[src/rtl/vending_pkg.sv]
// rtl/vending_pkg.sv - shared vending constants: FSM state encoding and money width
//
// Purpose: state encodings and the coin-count width used by change_dispenser
// and the vending controller that drives it.
// Ports: none (package).
package vending_pkg;

    localparam int MONEY_W_DEF = 5;

    localparam logic [2:0] ST_IDLE  = 3'd0;
    localparam logic [2:0] ST_EJECT = 3'd1;
    localparam logic [2:0] ST_GAP   = 3'd2;
    localparam logic [2:0] ST_DONE  = 3'd3;
    localparam logic [2:0] ST_FAULT = 3'd4;

endpackage

[src/rtl/dly_counter.sv]
// rtl/dly_counter.sv - loadable saturating down-counter with zero flag
//
// Purpose: shared delay timer; loaded with N-1 it flags zero after N cycles
// of decrement enable.
// Ports:
//   Clock       in  1      clock, posedge
//   Reset       in  1      synchronous active-high clear
//   load_i      in  1      load load_val_i (priority over dec_i)
//   load_val_i  in  CNT_W  value to load
//   dec_i       in  1      decrement by one, holds at zero
//   zero_o      out 1      count is zero
module dly_counter #(
    parameter int CNT_W = 6
) (
    input  logic             Clock,
    input  logic             Reset,
    input  logic             load_i,
    input  logic [CNT_W-1:0] load_val_i,
    input  logic             dec_i,
    output logic             zero_o
);

    logic [CNT_W-1:0] cnt_q;
    logic [CNT_W-1:0] cnt_d;

    always_comb begin
        cnt_d = cnt_q;
        if (load_i) begin
            cnt_d = load_val_i;
        end else if (dec_i && (cnt_q != '0)) begin
            cnt_d = cnt_q - CNT_W'(1);
        end
    end

    always_ff @(posedge Clock) begin
        if (Reset) begin
            cnt_q <= '0;
        end else begin
            cnt_q <= cnt_d;
        end
    end

    assign zero_o = (cnt_q == '0);

endmodule

[src/rtl/change_dispenser.sv]
// rtl/change_dispenser.sv - pays a latched money balance out one coin at a time
//
// Purpose: on a Change strobe latch Money and request coins from the ejector
// over a Coin_Out/Coin_Ack handshake, with an inter-coin gap and an ack
// timeout that parks the FSM in a sticky FAULT state until retried.
// Ports:
//   Clock      in  1        clock, posedge
//   Reset      in  1        synchronous active-high reset
//   Change     in  1        one-cycle change-request strobe
//   Money      in  MONEY_W  balance, sampled when Change is accepted in IDLE
//   Coin_Ack   in  1        ejector released one coin (level)
//   Coin_Out   out 1        coin request, high while waiting for an ack
//   Busy       out 1        high from accept through the Done cycle
//   Remaining  out MONEY_W  coins still to pay
//   Done       out 1        one-cycle pulse when payout completes
//   Fault      out 1        ejector timeout flag (until retry or reset)
module change_dispenser
    import vending_pkg::*;
#(
    parameter int MONEY_W     = MONEY_W_DEF,
    parameter int GAP_CYC     = 3,
    parameter int ACK_TIMEOUT = 50
) (
    input  logic               Clock,
    input  logic               Reset,
    input  logic               Change,
    input  logic [MONEY_W-1:0] Money,
    input  logic               Coin_Ack,
    output logic               Coin_Out,
    output logic               Busy,
    output logic [MONEY_W-1:0] Remaining,
    output logic               Done,
    output logic               Fault
);

    localparam int CNT_MAX = (GAP_CYC > ACK_TIMEOUT) ? GAP_CYC : ACK_TIMEOUT;
    localparam int CNT_W   = $clog2(CNT_MAX + 1);

    // Timer is loaded with N-1 so that its zero flag marks the Nth cycle.
    localparam logic [CNT_W-1:0] ACK_LOAD = CNT_W'(ACK_TIMEOUT - 1);
    localparam logic [CNT_W-1:0] GAP_LOAD = CNT_W'(GAP_CYC - 1);

    logic [2:0]         state_q;
    logic [2:0]         state_d;
    logic [MONEY_W-1:0] remaining_q;
    logic [MONEY_W-1:0] remaining_d;
    logic [MONEY_W-1:0] remaining_dec;

    logic               tmr_load;
    logic [CNT_W-1:0]   tmr_load_val;
    logic               tmr_dec;
    logic               tmr_zero;

    dly_counter #(
        .CNT_W (CNT_W)
    ) u_timer (
        .Clock      (Clock),
        .Reset      (Reset),
        .load_i     (tmr_load),
        .load_val_i (tmr_load_val),
        .dec_i      (tmr_dec),
        .zero_o     (tmr_zero)
    );

    // Saturating decrement: Remaining never wraps below zero.
    assign remaining_dec = (remaining_q != '0) ? (remaining_q - MONEY_W'(1)) : '0;

    // State and Remaining registers.
    always_ff @(posedge Clock) begin
        if (Reset) begin
            state_q     <= ST_IDLE;
            remaining_q <= '0;
        end else begin
            state_q     <= state_d;
            remaining_q <= remaining_d;
        end
    end

    // Next-state, Remaining update and timer control.
    always_comb begin
        state_d      = state_q;
        remaining_d  = remaining_q;
        tmr_load     = 1'b0;
        tmr_load_val = '0;
        tmr_dec      = 1'b0;

        case (state_q)
            ST_IDLE: begin
                if (Change) begin
                    if (Money != '0) begin
                        state_d      = ST_EJECT;
                        remaining_d  = Money;
                        tmr_load     = 1'b1;
                        tmr_load_val = ACK_LOAD;
                    end else begin
                        state_d     = ST_DONE;
                        remaining_d = '0;
                    end
                end
            end

            ST_EJECT: begin
                // An ack in the same cycle as the timeout still counts.
                if (Coin_Ack) begin
                    remaining_d = remaining_dec;
                    if (remaining_dec != '0) begin
                        state_d      = ST_GAP;
                        tmr_load     = 1'b1;
                        tmr_load_val = GAP_LOAD;
                    end else begin
                        state_d = ST_DONE;
                    end
                end else if (tmr_zero) begin
                    state_d = ST_FAULT;
                end else begin
                    tmr_dec = 1'b1;
                end
            end

            ST_GAP: begin
                if (tmr_zero) begin
                    state_d      = ST_EJECT;
                    tmr_load     = 1'b1;
                    tmr_load_val = ACK_LOAD;
                end else begin
                    tmr_dec = 1'b1;
                end
            end

            ST_DONE: begin
                state_d     = ST_IDLE;
                remaining_d = '0;
            end

            ST_FAULT: begin
                // Retry keeps the unpaid count; Money is not resampled.
                if (Change) begin
                    state_d      = ST_EJECT;
                    tmr_load     = 1'b1;
                    tmr_load_val = ACK_LOAD;
                end
            end

            default: begin
                state_d     = ST_IDLE;
                remaining_d = '0;
            end
        endcase
    end

    // Moore outputs decoded from the registered state.
    always_comb begin
        Coin_Out  = (state_q == ST_EJECT);
        Busy      = (state_q != ST_IDLE);
        Done      = (state_q == ST_DONE);
        Fault     = (state_q == ST_FAULT);
        Remaining = remaining_q;
    end

endmodule

[config.mk]
export PLATFORM = sky130hd
export DESIGN_NAME = change_dispenser
export DESIGN_NICKNAME = d
export VERILOG_FILES = /design/src/rtl/vending_pkg.sv /design/src/rtl/dly_counter.sv /design/src/rtl/change_dispenser.sv
export SDC_FILE = /design/constraint.sdc
export NUM_CORES = 1
export LEC_CHECK = 0
export ABC_CLOCK_PERIOD_IN_PS = 2000
export CORE_ASPECT_RATIO = 0.7
export CORE_MARGIN = 1
export CORE_UTILIZATION = 50
export DETAILED_ROUTE_END_ITERATION = 12
export GPL_TIMING_DRIVEN = 0
export HOLD_SLACK_MARGIN = 0.1
export PLACE_DENSITY = 0.83
export SLEW_MARGIN = 20
export SYNTH_ARGS = -nofsm -noshare
export SYNTH_HDL_FRONTEND = slang
export SYNTH_SLANG_ARGS = --single-unit
[constraint.sdc]
create_clock -name Clock -period 2 [get_ports Clock]
set_input_delay 0.3 -clock Clock [delete_from_list [all_inputs] [get_ports Clock]]
set_output_delay 0.3 -clock Clock [all_outputs]
set_load 0.05 [all_outputs]
# Yosys cells after proc, flatten, opt, wreduce, memory -nomap -nowiden
# Cells that the tools add are included.
[word_totals]
ff_bits = 14
in_bits = 9
out_inout_bits = 9
word_cells = 59
[op_classes]
n_addsub = 2
eq_ne = 9
n_mux = 32
bitwise_logic = 1
n_reduce_logical = 12
[op_table]
columns = ["operator", "n"]
rows = [
  ["$mux W6", 6],
  ["$pmux W6 S4", 1],
  ["$mux W5", 4],
  ["$mux W3", 5],
  ["$pmux W5 S3", 1],
  ["$reduce_bool A5 Y1", 3],
  ["$pmux W3 S4", 1],
  ["$mux W1", 9],
  ["$ne A2 B2 Y1 const B", 4],
  ["$eq A3 B2 Y1 const B", 2],
  ["$logic_not A6 Y1", 1],
  ["$mux W2", 3],
  ["$reduce_bool A6 Y1", 1],
  ["$sub A6 B1 Y6 const B", 1],
  ["$sub A5 B1 Y5 const B", 1],
  ["$pmux W1 S4", 1],
  ["$reduce_and A4 Y1", 1],
  ["$eq A3 B1 Y1 const B", 1],
  ["$eq A3 B3 Y1 const B", 1],
  ["$logic_not A3 Y1", 1],
  ["$ne A3 B2 Y1 const B", 1],
  ["$reduce_and A3 Y1", 1],
  ["$reduce_bool A3 Y1", 1],
  ["$pmux W1 S2", 1],
  ["other kinds (4)", 4],
]

# Depth between registers and ports, before layout
[logic_depth]
depth_word = 7
depth_mapped = 6
mapped_depth_nobuf = 6

# Hierarchy
# A second synthesis with hierarchy kept.
[hier_totals]
hier_cells = 136
area_unflattened_um2 = 1069.8
[by_module_without_submodules]
columns = ["module", "instances", "cells_each", "area_per_inst_um2", "seq_area_each_um2"]
rows = [
  ["change_dispenser", 1, 94, 698.2, 160.2],
  ["dly_counter", 1, 42, 371.6, 120.1],
]

# Worst setup path before layout
# Ideal clock, no wire load.
[synth_timing]
kind = "flip-flop to flip-flop"
start = "register remaining_q[0] (netlist: Remaining[0])"
end = "register u_timer.cnt_q[5]"
setup_time_ps = 58
arrival_time_ps = 2061
required_ps = 1942
slack_ps = -119
path_stages_with_launch = 7
path_buffers = 0
period_less_slack_ps = 2119
path_cell_list = "dfxtp_1 inv_1 ha_1 nand4_1 a311o_1 a31oi_1 o311a_2"
[synth_between]
elab_chain_cells = 7
elab_cells_between_ends = 9
classes_between = "add/sub: 1; mux: 5; reduce/logical: 3"
[synth_rtl]
columns = ["element", "line_no", "text"]
rows = [
  ["start, declared", "change_dispenser.sv:45", "logic [MONEY_W-1:0] remaining_q;"],
  ["start signal, assigned", "change_dispenser.sv:75", "remaining_q <= remaining_d;"],
  ["$sub A5 B1 Y5 / $reduce_bool A5 Y1 (equally long branches)", "change_dispenser.sv:66", "assign remaining_dec = (remaining_q != '0) ? (remaining_q - MONEY_W'(1)) : '0;"],
  ["$mux W5 (*)", "change_dispenser.sv:66", ""],
  ["$reduce_bool A5 Y1 (*)", "change_dispenser.sv:106", "if (remaining_dec != '0) begin"],
  ["$mux W1 (*)", "change_dispenser.sv:106", ""],
  ["$mux W1 (*)", "change_dispenser.sv:104", "if (Coin_Ack) begin"],
  ["$pmux W1 S4 (*)", "change_dispenser.sv:87", "case (state_q)"],
  ["$mux W6 / $reduce_bool A2 Y1 (equally long branches)", "-", ""],
  ["end signal, assigned", "dly_counter.sv:39", "cnt_q <= cnt_d;"],
  ["end, declared", "dly_counter.sv:23", "logic [CNT_W-1:0] cnt_q;"],
]
# Mark *: on every way between the ends. The rest lies on a longest branch, timed or not.
# A chain may end at the register's enable or synchronous reset.

# Worst setup path after layout
[layout_timing]
start = "register remaining_q[1] (netlist: Remaining[1])"
end = "register u_timer.cnt_q[3]"
# The elaborated chain is that of the path after synthesis.

==> impl_metrics.yaml <==
setup_path:
  crit_fanout: 6
  cp-end-kind: "flip-flop"
  cp_slowest_cell: "a311o_2"
  required_ns: 2.23
  crit_path_start_kind: "flip-flop"
  worst_path_dominant_cell_family: "compound AO/OA/AOI/OAI gates"
  arrival_ns: 2.18
  max_stage_delay_ns: 0.47
  path_class: "reg2reg"
  path_cells: "inv_2 -> ha_4 -> or3b_4 -> a311o_2 -> a31o_4 -> nor3_2"
  critPathBufInv: 1
yosys:
  synthesis.nets: 136
  yosysUniqueCellTypes: 45
  yosysWarnings: 0
  netlist_area_um2: 1010
  synth_seq_cells: 14
  ys.flop_type: "dfxtp_1"
  postSynth.asyncResetShare_pct: 0
  avgSynthCellArea_um2: 8.11
  synthCells: 124
  seq_area_frac_synth_pct: 27.9
  synth_edf_count: 0
die:
  io-pin-count: 18
  die_y_um: 39.5
  die_area_um2: 2200
  core-area_um2: 1870
  start_util_pct: 53.8
  rows: 13
  dieWidth_um: 55.6
timing:
  fin_skew_ns: 0.00147
  setup_ws_ns: 0.0512
  fmax_ghz: 0.513
  max-slew-margin-rel_pct: 47.7
  fin_crit_ns: 1.95
  slew_viol_final: 0
  hold_viol_final: 0
  tightest_slew_ns: 0.782
  setup_viol: 0
  finalSetupTns_ns: 0
  fin_crit_sh_pct: 97.4
cells_and_area:
  fin_nets: 160
  final_cell_area_um2: 1340
  final_cell_mix: "13 x clkdlybuf4s50_1, 11 x dfxtp_1, 9 x a21oi_1"
  diodes: 0
  drive_gt1_share_pct: 25.2
  final_common_cell: "clkdlybuf4s50_1"
  syn_to_final_growth_pct: 33.5
  final_core_util_pct: 71.8
run_status:
  status: "completed"
clock_network:
  clock_latency_ns: 0.30
  cts.htree.levels: 1
  cts_made_buffers: 3
  clockBufferDepth: 2
  cts_sinks: 14
  clk_pin_slew_ns: 0.08
  cts_tree: "built"
  postCtsHoldBufs: 0
  cts_root_buf: "clkbuf_4"
pwr:
  leakagePower_nw: 0.499
  ir_drop_mv: 0.990
  p_total_mw: 1.65
  p_per_area_nw_per_um2: 1230
routing:
  avgRoutedWirePerCell_um: 17.2
  avgViaCountPerCell: 6.24
  routed_wl_um: 2910
  vias: 1054
  remaining_drc_errors: 0
  ant_nets: 0
  firstDrtPassIters: 4
  drtIter0Drc: 70
grt:
  grt_max_degree: 11
  grt_usage_pct: 27.9
  antenna_found_initial: 0
  first_global_vias: 963
  grt_pass1_wl_um: 4480
  grt-ovfl-total: 0
placed_design:
  post-dp-hpwl_um: 2110
  place_ws_ns: -0.361
  port_buffers: 17
  placed_cell_area_um2: 1210
  place_congestion: 0.886
flow_run:
  drv_cap: 0
hold_path:
  hp-class: "reg2reg"
==> sequential cells by signal (all words and copies together) (netlist names) <==
signal / count
Remaining: 5
state_q: 3
u_timer.cnt_q: 6
==> synthesized netlist by cell type (2+ instances only) <==
cell / n / area, um2
a211o_1: 2 / 17.5
a211oi_1: 3 / 22.5
a21o_1: 2 / 15.0
a21oi_1: 9 / 45.0
a31oi_1: 3 / 18.8
and2_1: 3 / 18.8
clkbuf_1: 4 / 15.0
dfxtp_1: 14 / 280
ha_1: 3 / 37.5
inv_1: 9 / 33.8
nand2_1: 3 / 11.3
nand2b_1: 5 / 31.3
nand3_1: 2 / 10.0
nand4_1: 2 / 12.5
nor2_1: 7 / 26.3
nor2b_1: 2 / 12.5
nor3_1: 11 / 55.1
nor3b_1: 3 / 22.5
nor4_1: 2 / 12.5
o21ai_0: 6 / 30.0
o221ai_1: 2 / 17.5
or3_1: 3 / 18.8
xor2_1: 2 / 17.5
==> layer usage <==
layer | vias to the layer above | track usage (%) | wire length (um)
li1 | 522 | - | -
met1 | 487 | 34.1 | 1390
met2 | 38 | 47.9 | 1280
met3 | 7 | 7.59 | 207
met4 | 0 | 11.3 | 38
met5 | - | 0 | 0
==> cell families (layout without fill, tap and decap cells) <==
family,count (synthesis),in the layout,synth area share (%)
simple gates,51,51,30.3
compound gates,39,39,29.5
flops,14,14,27.9
buf+inv,14,37,5.97
fa+ha+maj,3,3,3.73
xor+xnor,3,3,2.61
==> what timing repair did <==
action                                  CTS  global route
endpoints found under the setup margin    6             9
buffers inserted                          0             2
gates resized for setup                  24            20
gates cloned                              0             0
pin swaps                                 0             4
==> layout make-up <==
cell class	instances	area, um2
flip-flops and latches	14	289
inverters	9	33.8
clock buffers	4	36.3
multi-input cells	96	739
fillers	142	528
plain buffers	5	32.5
well taps	22	27.5
repair buffers	19	184
==> where the power goes <==
part           internal, mW  switching, mW  total (mW)
Clock                 0.111          0.100       0.212
Sequential            0.352         0.0868       0.439
Combinational         0.422          0.575       0.997
Total                 0.886          0.762        1.65
==> final timing paths <==
path	start	to	slack [ns]	cells past startpoint
worst max-delay path	Remaining[1]	u_timer.cnt_q[3]	0.05	6
worst min register to register	Remaining[0]	Remaining[0]	0.56	2
worst max register to register	Remaining[1]	u_timer.cnt_q[3]	0.05	6
worst min-delay path	Remaining[0]	Remaining[0]	0.56	2
==> tightest hold or removal path, delay by kind of cell, from the launching register on <==
kind	cells	cell delay (ns)
DFF	1	0.37
and+or+nand+nor	1	0.10
AOI/OAI and AO/OA	1	0.05
==> metrics by stage <==
step / instances / hold slack, ns
after floorplan: 124 / 0.452
after global placement: 163 / 0.524
after detailed placement: 163 / 0.549
after CTS: 167 / 0.561
after global routing: 169 / 0.570
final: 169 / 0.556
(Power assumes the default switching activity.)
==> variant 1, RTL diff (same settings) <==
Reset style: asynchronous (`Reset`), changed in 2 clocked blocks. Comments in the files are not updated.
--- a/src/rtl/dly_counter.sv
+++ b/src/rtl/dly_counter.sv
@@ -34,3 +34,3 @@
 
-    always_ff @(posedge Clock) begin
+    always_ff @(posedge Clock or posedge Reset) begin
         if (Reset) begin
--- a/src/rtl/change_dispenser.sv
+++ b/src/rtl/change_dispenser.sv
@@ -68,3 +68,3 @@
     // State and Remaining registers.
-    always_ff @(posedge Clock) begin
+    always_ff @(posedge Clock or posedge Reset) begin
         if (Reset) begin
Check against the original RTL: differs if Reset is asserted again (counterexample within 4 cycles, from zero or initial values and one cycle with Reset high); with Reset held inactive, the same outputs for 10 cycles.
==> variant 1 against the unedited design <==
  * Hold slack got worse by 0.21 ns
  * Sequential cell count is the same
  * Cell area is 8.4% lower
  * Clock skew is 0.0052 ns higher
  * Utilization increased by 0.72 points
  * Critical path type unchanged
  * Wire length down 13%
  * Largest cell class unchanged
  * Power is 29% higher
  * Maximum frequency grew 1.5%
  * Area after synthesis down 3.1%
  * Combinational power rose by 40%
  * Setup slack improved by 0.030 ns
==> variant 1: results (changes against the unedited design) <==
Outcome
  – Status: finished clean

Place
  – Placed insts: 156 (-4.3%)
  – Routability congestion estimate: 0.848 (-4.2%)
  – Hpwl dp: 1890 um (-10%)
  – Placed Area: 1180 sq um (-2.4%)

Global route
  – GRT met1 Usage: 0.386 (+0.0456)
  – First-pass GRT wire length: 4000 um (-11%)
  – Met3 Resource Use GR: 0.0824 (+0.00645)
  – GRT Total Usage: 0.285 (+0.00598)

Setup path
  – Crit-path max FO: 5 (-1)
  – Crit path DAT: 2.11 ns (-0.07 ns)

Final layout
  – Share of layout cells above drive strength 1: 0.165 (-0.0862)

Pwr
  – Combinational Power Share: 0.656 (+0.051)
  – Sw Ratio: 0.513 (+0.0509)
  – Int Pwr: 1.04 mW (+17%)

Logic synthesis
  – Synth Area in Adders: 0.0385 (+0.00120)
  – Synth Area in XOR/XNOR: 0.0359 (+0.00982)
  – Sequential share of the synthesized area: 0.359 (+0.0808)
  – Most frequent cells after synthesis: nand2_1, dfrtp_1, inv_1
  – Syn nets: 130 (-4.4%)

Route
  – Initial DRC Count: 41 (-41%)
  – Met1 Wirelength: 1180 um (-15%)
  – Vias/cell: 5.88 (-5.7%)
  – Routed met2 length: 1160 um (-9.5%)
  – Via Count: 941 (-11%)
  – Met3 WL: 183 um (-12%)

CTS
  – CTS clk-pin slew, worst paths: 0.10 ns (+0.02 ns)

STA
  – Hold slack: 0.345 ns (-0.211 ns)
[variant 1: path summary, 6_finish.rpt]
path / cells after the start / startpoint / to
max reg2reg: 7 / Remaining[0] / u_timer.cnt_q[1]
min reg2reg: 1 / u_timer.cnt_q[5] / u_timer.cnt_q[5]
max in group asynchronous: 2 / Reset / Remaining[0]
max: 7 / Remaining[0] / u_timer.cnt_q[1]
min in group Clock: 1 / u_timer.cnt_q[5] / u_timer.cnt_q[5]
min: 2 / Reset / u_timer.cnt_q[1]
[variant 1: critical path: stages, from the launching register on]
cell and delay, ns:
dfrtp_2 0.45, inv_1 0.09, ha_2 0.21, or4b_4 0.51, o21ai_2 0.09, a31o_2 0.23
nand2_1 0.06, and3_1 0.17
[variant 1: final cells by class]
cell class              instances  area [sq um]
plain buffers                   3          21.3
clock buffers                   4          36.3
fillers                       124           467
inverters                      13          48.8
multi-input cells              88           583
flip-flops and latches         14           352
well taps                      21          26.3
repair buffers                 17           163
==> variant 2, RTL diff (config.mk and constraints unchanged) <==
Without the edit above. `GAP_CYC`: 3 -> 6.
--- a/src/rtl/change_dispenser.sv
+++ b/src/rtl/change_dispenser.sv
@@ -20,3 +20,3 @@
     parameter int MONEY_W     = MONEY_W_DEF,
-    parameter int GAP_CYC     = 3,
+    parameter int GAP_CYC     = 6,
     parameter int ACK_TIMEOUT = 50
Function: changed (Yosys sat finds a counterexample within 10 cycles, from zero or initial values and one cycle with Reset high).
==> variant 2 against the unedited design <==
  * Wire length rose by 0.79%
  * First-iteration DRC count rose by 16%
  * Non-clock buffer count fell by 3
  * Setup slack improved by 0.0062 ns
  * Clock skew barely moved
  * Count of clock-buffer cells in the layout fell by 1
  * Highest routed layer unchanged
  * Area after synthesis rose by 2.7%
  * Critical path depth fell by 2
  * Global-route usage fell by 1.2 points
  * Power fell by 11%
  * Cell area fell by 5.0%
  * Sequential cell count did not move
  * Critical path type is now register to output pin
==> variant 2: results (changes against the unedited design) <==
Global route
  – GRT Total Usage: 0.267 (-0.0120)
  – First-pass GRT wire length: 4370 um (-2.3%)
  – GRT met1 Usage: 0.371 (+0.0304)

Min path
  – Worst Hold End: Remaining[2]
  – Hold Path Class: input pin to register

STA
  – Clock Skews: 0.00145 ns (-0.0000246 ns)
  – Setup ws final: 0.0573 ns (+0.00615 ns)

Final layout
  – Share of layout cells above drive strength 1: 0.161 (-0.0904)
  – Nets: 169 (+5.6%)
  – FILL cells: 163 (+15%)

Setup path
  – RR Startpoint: Remaining[0]
  – Crit path from: state_q[2]
  – Slowest cell on the critical path: dfxtp_1
  – FF-to-FF End: u_timer.cnt_q[1]
  – Crit path DAT: 1.64 ns (-0.54 ns)
  – Top delay family on crit path: buffers and inverters
  – Crit-path max FO: 10 (+4)

Outcome
  – Status: finished clean

Logic synthesis
  – Syn nets: 148 (+8.8%)
  – Synth Area in XOR/XNOR: 0 (-0.0261)
  – Number of distinct library cells after synthesis: 42 (-6.7%)
  – Synth top area cells: dfxtp_1, o21ai_0, a21oi_1
  – Synth Area in Adders: 0.0363 (-0.000994)
  – Sequential share of the synthesized area: 0.271 (-0.00742)

Pwr
  – Clock group: 0.163 mW (-23%)
  – Leak: 0.492 nW (-1.5%)
  – Combinational Power Share: 0.592 (-0.013)
  – Pwr/cell area: 1150 nW/um^2 (-6.1%)

Route
  – Total Wirelength: 2940 um (+0.79%)
  – Met1 Wirelength: 1370 um (-1.2%)
  – Initial DRC Count: 81 (+16%)
  – Routed met2 length: 1290 um (+0.63%)
  – Vias/cell: 6.46 (+3.5%)

Place
  – Port bufs: 16 (-1)
  – Post-Place Worst Slack: -0.298 ns (+0.0622 ns)
  – Routability congestion estimate: 0.919 (+3.7%)
  – Hpwl dp: 2100 um (-0.26%)
==> variant 2: cell types whose count changed in the layout (fill, tap and decap cells not counted), sizes merged, moves of 3 or more <==
| cell | before | now |
|---|---|---|
| nor3 | 11 | 6 |
| o21ai | 6 | 10 |
| nand2b | 5 | 1 |
| nand3 | 2 | 5 |
| and3 | 1 | 4 |
| nand2 | 3 | 8 |
==> variant 2: cell type report <==
cell class	count	area share
buffer	5	0.0177
multi-input combinational	107	0.569
inverter	10	0.0294
clock buffer	3	0.0177
timing repair buffer	16	0.124
tap	22	0.0216
sequential	14	0.221
==> variant 2: per-stage QoR <==
stage | power (mW) | cells | cell area [sq um]
after floorplan | 1.03 | 136 | 1030
after global placement | 1.24 | 174 | 1220
after detailed placement | 1.25 | 174 | 1220
after CTS | 1.43 | 177 | 1260
after global routing | 1.56 | 177 | 1270
final | 1.47 | 177 | 1270
==> variant 2: what timing repair did <==
action                     in CTS  in global routing
setup endpoints to repair       5                  8
gates resized for setup        20                 11
pin swaps                       0                  0
